[config.mk]
export PLATFORM = sky130hd
export DESIGN_NAME = mcu_dma_addr_arb_flat
export DESIGN_NICKNAME = d
export VERILOG_FILES = /design/src/rtl/mcu_dma_addr_arb_if.sv /design/src/rtl/mcu_dma_addr_arb.sv /design/src/flat_wrapper.sv
export SDC_FILE = /design/constraint.sdc
export NUM_CORES = 1
export LEC_CHECK = 0
export CAP_MARGIN = 20
export CORE_MARGIN = 1
export CORE_UTILIZATION = 30
export DETAILED_ROUTE_END_ITERATION = 16
export PLACE_DENSITY = 0.5
export SETUP_SLACK_MARGIN = 0.05
export SLEW_MARGIN = 5
export SYNTH_ARGS = -nofsm -noshare
export SYNTH_HDL_FRONTEND = slang
export SYNTH_SLANG_ARGS = --single-unit
[constraint.sdc]
create_clock -name clk -period 3.85 [get_ports clk]
set_clock_uncertainty 0.15 [all_clocks]
set_input_delay 0.77 -clock clk [delete_from_list [all_inputs] [get_ports clk]]
set_output_delay 0.77 -clock clk [all_outputs]
set_load 0.01 [all_outputs]
[src/rtl/mcu_dma_addr_arb_if.sv]
// Bus-slot signals between the MCU slot sequencer (master) and the address arbiter (slave).
// Channel base/end vectors pack channel n at [n*AW +: AW].
interface mcu_dma_addr_arb_if #(
  parameter int AW  = 23,
  parameter int NCH = 4
);
  logic              slot_stb;
  logic              dma_slot;
  logic [AW-1:0]     cpu_addr;
  logic [NCH-1:0]    ch_req;
  logic [NCH-1:0]    ch_start;
  logic [NCH-1:0]    ch_stop;
  logic [NCH-1:0]    ch_loop;
  logic [NCH*AW-1:0] ch_base;
  logic [NCH*AW-1:0] ch_end;
  logic [AW-1:0]     addr;
  logic [1:0]        addr_src;
  logic [NCH-1:0]    ch_gnt;
  logic [NCH-1:0]    ch_active;
  logic [NCH-1:0]    ch_wrap;
  logic [NCH-1:0]    ch_done;

  modport master (
    output slot_stb, dma_slot, cpu_addr, ch_req, ch_start, ch_stop, ch_loop, ch_base, ch_end,
    input  addr, addr_src, ch_gnt, ch_active, ch_wrap, ch_done
  );

  modport slave (
    input  slot_stb, dma_slot, cpu_addr, ch_req, ch_start, ch_stop, ch_loop, ch_base, ch_end,
    output addr, addr_src, ch_gnt, ch_active, ch_wrap, ch_done
  );
endinterface

[src/rtl/mcu_dma_addr_arb.sv]
// Per-slot bus address generator: CPU pass-through, periodic refresh rows, or one of NCH
// round-robin DMA channel counters with loop/one-shot end handling.
module mcu_dma_addr_arb #(
  parameter int AW      = 23,
  parameter int NCH     = 4,
  parameter int REF_W   = 8,
  parameter int REF_INT = 4
) (
  input logic              clk,
  input logic              res,
  mcu_dma_addr_arb_if.slave bus
);
  localparam int PW = (NCH > 1) ? $clog2(NCH) : 1;
  localparam int DW = (REF_INT > 1) ? $clog2(REF_INT) : 1;

  logic [AW-1:0]    addr_reg;
  logic [1:0]       src_reg;
  logic [NCH-1:0]   gnt_reg;
  logic [REF_W-1:0] row_reg;
  logic [DW-1:0]    div_reg;
  logic             pend_reg;
  logic [PW-1:0]    ptr_reg;

  logic [NCH-1:0]   eligible;
  logic [NCH-1:0]   grant;
  logic [NCH-1:0]   active_vec;
  logic [NCH-1:0]   wrap_vec;
  logic [NCH-1:0]   done_vec;
  logic [AW-1:0]    cnt_arr [NCH];
  logic             win_found;
  logic [PW-1:0]    win_idx;
  logic             dma_edge;
  logic             div_wrap;

  assign dma_edge = bus.slot_stb & bus.dma_slot;
  assign div_wrap = (div_reg == DW'(REF_INT - 1));
  // A channel being started or stopped this cycle must not also be granted.
  assign eligible = bus.ch_req & active_vec & ~bus.ch_start & ~bus.ch_stop;

  // Round-robin search: scan offsets high to low so the smallest offset from ptr wins.
  always_comb begin
    int j;
    win_found = 1'b0;
    win_idx   = '0;
    j         = 0;
    for (int i = NCH - 1; i >= 0; i--) begin
      j = int'(ptr_reg) + i;
      if (j >= NCH) j = j - NCH;
      if (eligible[PW'(j)]) begin
        win_found = 1'b1;
        win_idx   = PW'(j);
      end
    end
  end

  genvar gi;
  generate
    for (gi = 0; gi < NCH; gi++) begin : g_ch
      logic [AW-1:0] cnt_reg;
      logic          active_reg;
      logic          wrap_reg;
      logic          done_reg;
      logic [AW-1:0] base;
      logic [AW-1:0] last;

      assign base      = bus.ch_base[gi*AW +: AW];
      assign last      = bus.ch_end[gi*AW +: AW];
      assign grant[gi] = dma_edge & ~pend_reg & win_found & (win_idx == PW'(gi));

      always_ff @(posedge clk) begin
        if (res) begin
          cnt_reg    <= '0;
          active_reg <= 1'b0;
          wrap_reg   <= 1'b0;
          done_reg   <= 1'b0;
        end else begin
          wrap_reg <= 1'b0;
          done_reg <= 1'b0;
          if (bus.ch_start[gi]) begin
            cnt_reg    <= base;
            active_reg <= 1'b1;
          end else if (grant[gi]) begin
            if (cnt_reg == last) begin
              if (bus.ch_loop[gi]) begin
                cnt_reg  <= base;
                wrap_reg <= 1'b1;
              end else begin
                active_reg <= 1'b0;
                done_reg   <= 1'b1;
              end
            end else begin
              cnt_reg <= cnt_reg + AW'(1);
            end
          end
          if (bus.ch_stop[gi]) active_reg <= 1'b0;
        end
      end

      assign cnt_arr[gi]    = cnt_reg;
      assign active_vec[gi] = active_reg;
      assign wrap_vec[gi]   = wrap_reg;
      assign done_vec[gi]   = done_reg;
    end
  endgenerate

  always_ff @(posedge clk) begin
    if (res) begin
      addr_reg <= '0;
      src_reg  <= 2'b00;
      gnt_reg  <= '0;
      row_reg  <= '0;
      div_reg  <= '0;
      pend_reg <= 1'b0;
      ptr_reg  <= '0;
    end else if (bus.slot_stb) begin
      if (!bus.dma_slot) begin
        addr_reg <= bus.cpu_addr;
        src_reg  <= 2'b00;
        gnt_reg  <= '0;
      end else begin
        div_reg  <= div_wrap ? '0 : div_reg + DW'(1);
        // Any old pending request is served in this slot, so only a fresh divider wrap survives.
        pend_reg <= div_wrap;
        if (pend_reg) begin
          addr_reg <= AW'(row_reg);
          src_reg  <= 2'b01;
          gnt_reg  <= '0;
          row_reg  <= row_reg + REF_W'(1);
        end else if (win_found) begin
          addr_reg <= cnt_arr[win_idx];
          src_reg  <= 2'b10;
          gnt_reg  <= grant;
          ptr_reg  <= (win_idx == PW'(NCH - 1)) ? '0 : win_idx + PW'(1);
        end else begin
          addr_reg <= '0;
          src_reg  <= 2'b11;
          gnt_reg  <= '0;
        end
      end
    end
  end

  assign bus.addr      = addr_reg;
  assign bus.addr_src  = src_reg;
  assign bus.ch_gnt    = gnt_reg;
  assign bus.ch_active = active_vec;
  assign bus.ch_wrap   = wrap_vec;
  assign bus.ch_done   = done_vec;
endmodule

[src/flat_wrapper.sv]
// flat-port wrapper written by rule: the top's interface ports become plain ports
module mcu_dma_addr_arb_flat 
#(
  parameter int AW      = 23,
  parameter int NCH     = 4,
  parameter int REF_W   = 8,
  parameter int REF_INT = 4
)
  (clk, res, bus_slot_stb, bus_dma_slot, bus_cpu_addr, bus_ch_req, bus_ch_start, bus_ch_stop, bus_ch_loop, bus_ch_base, bus_ch_end, bus_addr, bus_addr_src, bus_ch_gnt, bus_ch_active, bus_ch_wrap, bus_ch_done);
  mcu_dma_addr_arb_if #(.AW(AW), .NCH(NCH)) bus_i ();
  input logic clk;
  input logic res;
  input wire logic [$bits(bus_i.slot_stb)-1:0] bus_slot_stb;
  input wire logic [$bits(bus_i.dma_slot)-1:0] bus_dma_slot;
  input wire logic [$bits(bus_i.cpu_addr)-1:0] bus_cpu_addr;
  input wire logic [$bits(bus_i.ch_req)-1:0] bus_ch_req;
  input wire logic [$bits(bus_i.ch_start)-1:0] bus_ch_start;
  input wire logic [$bits(bus_i.ch_stop)-1:0] bus_ch_stop;
  input wire logic [$bits(bus_i.ch_loop)-1:0] bus_ch_loop;
  input wire logic [$bits(bus_i.ch_base)-1:0] bus_ch_base;
  input wire logic [$bits(bus_i.ch_end)-1:0] bus_ch_end;
  output wire logic [$bits(bus_i.addr)-1:0] bus_addr;
  output wire logic [$bits(bus_i.addr_src)-1:0] bus_addr_src;
  output wire logic [$bits(bus_i.ch_gnt)-1:0] bus_ch_gnt;
  output wire logic [$bits(bus_i.ch_active)-1:0] bus_ch_active;
  output wire logic [$bits(bus_i.ch_wrap)-1:0] bus_ch_wrap;
  output wire logic [$bits(bus_i.ch_done)-1:0] bus_ch_done;
  assign bus_i.slot_stb = bus_slot_stb;
  assign bus_i.dma_slot = bus_dma_slot;
  assign bus_i.cpu_addr = bus_cpu_addr;
  assign bus_i.ch_req = bus_ch_req;
  assign bus_i.ch_start = bus_ch_start;
  assign bus_i.ch_stop = bus_ch_stop;
  assign bus_i.ch_loop = bus_ch_loop;
  assign bus_i.ch_base = bus_ch_base;
  assign bus_i.ch_end = bus_ch_end;
  assign bus_addr = bus_i.addr;
  assign bus_addr_src = bus_i.addr_src;
  assign bus_ch_gnt = bus_i.ch_gnt;
  assign bus_ch_active = bus_i.ch_active;
  assign bus_ch_wrap = bus_i.ch_wrap;
  assign bus_ch_done = bus_i.ch_done;
  mcu_dma_addr_arb #(.AW(AW), .NCH(NCH), .REF_W(REF_W), .REF_INT(REF_INT)) u_core (.clk(clk), .res(res), .bus(bus_i));
endmodule
==> run summary <==
r2r worst-path depth -> 7
Finish-stage setup viols -> 0
top cells by area, synth -> dfxtp_1, mux2i_1, xnor2_1
GR Overflow Total -> 0
number of global-route vias before repair -> 11,000
TritonCTS clock tree -> yes
critical path required time -> 4.00 ns
flops & latches, synth -> 146
Final ANT Viol Nets -> 0
setup TNS -> 0 ns
I/O pins -> 268
hold wc startpoint -> u_core.div_reg[1]$_SDFFE_PP0P_
clk buf depth -> 2
xor and xnor area share after synthesis -> 8.25%
Worst R2R Setup Slack -> 0.84 ns
final worst path period need -> 3.50 ns
first-pass GRT wire length -> 68,200 um
met2 wire len -> 20,900 um
DRC errors left -> 0
Adder-Cell Fraction of Synth Area -> 0.714%
Slew HR -> 49.7%
Min-Delay Endpoint -> u_core.div_reg[1]$_SDFFE_PP0P_
Worst VDD drop -> 0.311 mV
clk_lat worst skew -> 0.44 ns
Post-Place Worst Slack -> 0.0123 ns
drt initial violations -> 941
Area Overhead vs Synth -> 37.6%
simple-gate share of the synthesized area -> 20.0%
Seq/Total Area, Yosys -> 27.8%
Max Fanout on Critical Path -> 8
Final WS setup -> 0.352 ns
slowest stage delay, CP -> 0.59 ns
largest net degree at the start of global routing -> 110
maximum clock rate -> 0.286 GHz
Yosys top cell by area -> dfxtp_1
Total GRT Usage -> 25.1%
Vias/cell -> 5.62
RSZ-0062 raised after global routing -> no
leak pwr -> 5.24 nW
WL final -> 45,600 um
met1 wire length -> 20,900 um
Main synth FF type -> dfxtp_1
EDFF count, synth -> 0
worst r2r src -> u_core.g_ch[3].active_reg$_SDFFE_PP0P_
PostCTS Resize Cnt -> 0
CTS buffer count -> 17
die width -> 189 um
I/O Buffers -> 267
Die Area -> 35,800 um2
Post-Syn Nets -> 1,536
Pwr per Cell Area -> 300 nW/um2
core area -> 34,500 um2
fin nets -> 1,776
post-detail-place hpwl -> 34,600 um
RD Place Congestion -> 0.921
slowest cell on the critical path -> nor4bb_1
worst r2r dst -> u_core.g_ch[3].cnt_reg[17]$_SDFFE_PP0P_
Max Used Layer -> met4
CP delay by family, top -> compound AO/OA/AOI/OAI gates
Finished Cell Area -> 14,500 um2
kind of critical path -> input pin to register
CTS clk-pin slew, worst paths -> 0.06 ns
share of cells above drive strength 1 -> 10.2%
Syn Area/Cell -> 8.07 um2
Largest register FFs -> 92
DR WL/cell -> 22.6 um
starting density of the core -> 30.4%
hold depth -> 2
critical path arrival -> 3.65 ns
Synth async-reset ratio -> 0%
period utilisation layout -> 90.8%
status -> finished, final reports clean
Site Rows -> 68
largest family of logic cells by synthesized area -> compound AO/OA/AOI/OAI gates
post-synthesis mux area share -> 13.5%
crit start category -> input pin
post-placement cell area -> 13,900 um2
Post-Synthesis Cells -> 1,303
fin. max-slew vios -> 0
final hold vios -> 0
Clock Sinks -> 146
synth warn -> 0
crit path cell chain -> clkdlybuf4s50_1, nor4bb_1, buf_4, a21oi_1, o32a_1, a311oi_2, nor3_1, a2111oi_1
WP buf/inv -> 2
Post-Syn Area -> 10,500 um2
critical path capture point type -> register
fill cell count -> 3,589
Hold Buf Count CTS -> 0
library cells used by synthesis -> 68
routed via count -> 11,300
initial antenna violation count -> 1
Worst Tran Pin Value -> 0.748 ns
Root Buffer -> clkbuf_16
drt first pass iters -> 7
Post-CTS Setup Inserts -> 0
H-tree levels -> 4
Compound-Gate Fraction of Synth Area -> 22.4%
Hold WC Path Type -> register to register
Met3 Wirelength -> 2540 um
top-area cell type share of the netlist area -> 27.8%
maxcap violations -> 0
Die H -> 189 um
-- routing by layer --
layer	up-vias	track usage (%)
li1	5365	-
met1	5404	34.8
met4	0	8.19
met3	65	3.23
met2	468	39.8
met5	-	0
-- worst register-to-register path, stage by stage, from the launching register on --
cell and delay (ns):
dfxtp_1 0.37, nor4bb_1 0.54, buf_4 0.26, a21oi_1 0.05
o32a_1 0.43, a311oi_2 0.58, nor3_1 0.11, a2111oi_1 0.40
-- Yosys cell counts (13+ instances only) --
master,instances
buf_4,13
and3_1,18
mux2_2,21
dfxtp_1,146
xor2_1,46
buf_2,22
a221oi_1,22
a2bb2oi_1,14
o22ai_1,29
nor2_1,83
a211oi_1,24
clkbuf_1,79
a22oi_1,40
a21oi_1,32
or3_1,13
nor3_1,33
inv_1,63
o221a_2,13
mux2i_1,118
xnor2_1,53
nand2_1,114
nor4_1,27
o21ai_0,33
nand3_1,44
o32ai_1,46
nand4_1,33
-- per-stage QoR --
step           instances  total power [mW]  hold slack (ns)  utilization, %
6_report            2012              4.34            0.319            41.9
4_1_cts             2011              4.36            0.320            41.9
3_5_place_dp        1979              2.60            0.310            40.1
3_3_place_gp        1978              2.60            0.301            40.1
5_1_grt             2012              4.50            0.344            41.9
2_1_floorplan       1303              2.10            0.290               -
-- cell usage in the layout (no fill, tap or decap), types with 44 or more instances in the layout --
cell type	synthesis	layout
mux2i_1	118	118
xnor2_1	53	53
nor2_1	83	83
nand3_1	44	44
buf_4	13	71
inv_1	63	63
clkdlybuf4s50_1	0	266
dfxtp_1	146	146
xor2_1	46	46
nand2_1	114	114
o32ai_1	46	46
-- kinds of logic (layout without fill, tap and decap cells) --
kind of cell	after synthesis	in the layout
simple gates	415	415
xor+xnor	99	99
buf+inv	185	438
fa+ha+maj	6	6
other cells	0	1
flops	146	146
mux	139	139
compound gates	313	313
-- layout make-up --
| type | count | area, um2 | area share (%) |
|---|---|---|---|
| Multi-Input combinational cell | 972 | 6860 | 47.4 |
| Antenna cell | 1 | 2.50 | 0.0173 |
| Timing Repair Buffer | 341 | 3270 | 22.6 |
| Clock inverter | 13 | 161 | 1.12 |
| Tap cell | 455 | 569 | 3.94 |
| Inverter | 65 | 244 | 1.69 |
| Clock buffer | 19 | 433 | 2.99 |
| Sequential cell | 146 | 2920 | 20.2 |
-- power breakdown --
part	leakage [nW]	total (mW)	switching [mW]	internal, mW
Clock	0.279	1.76	0.743	1.02
Sequential	1.19	1.72	0.138	1.58
Combinational	3.77	0.860	0.385	0.475
Total	5.24	4.34	1.27	3.08
-- worst max-delay path by stage --
stage                                from                                      end  slack [ns]  cells past startpoint
after detailed placement    bus_ch_req[3]  u_core.g_ch[3].cnt_reg[17]$_SDFFE_PP0P_        0.01                      8
after floorplan           bus_ch_start[2]  u_core.g_ch[2].cnt_reg[11]$_SDFFE_PP0P_        0.71                     11
after CTS                   bus_ch_req[3]  u_core.g_ch[3].cnt_reg[17]$_SDFFE_PP0P_        0.46                      8
final                       bus_ch_req[3]  u_core.g_ch[3].cnt_reg[17]$_SDFFE_PP0P_        0.35                      8
after global routing       bus_ch_stop[3]  u_core.g_ch[3].cnt_reg[17]$_SDFFE_PP0P_        0.28                      8
after global placement      bus_ch_req[3]  u_core.g_ch[3].cnt_reg[17]$_SDFFE_PP0P_        0.08                      8
Note: power is estimated with default switching activity, not from simulation.
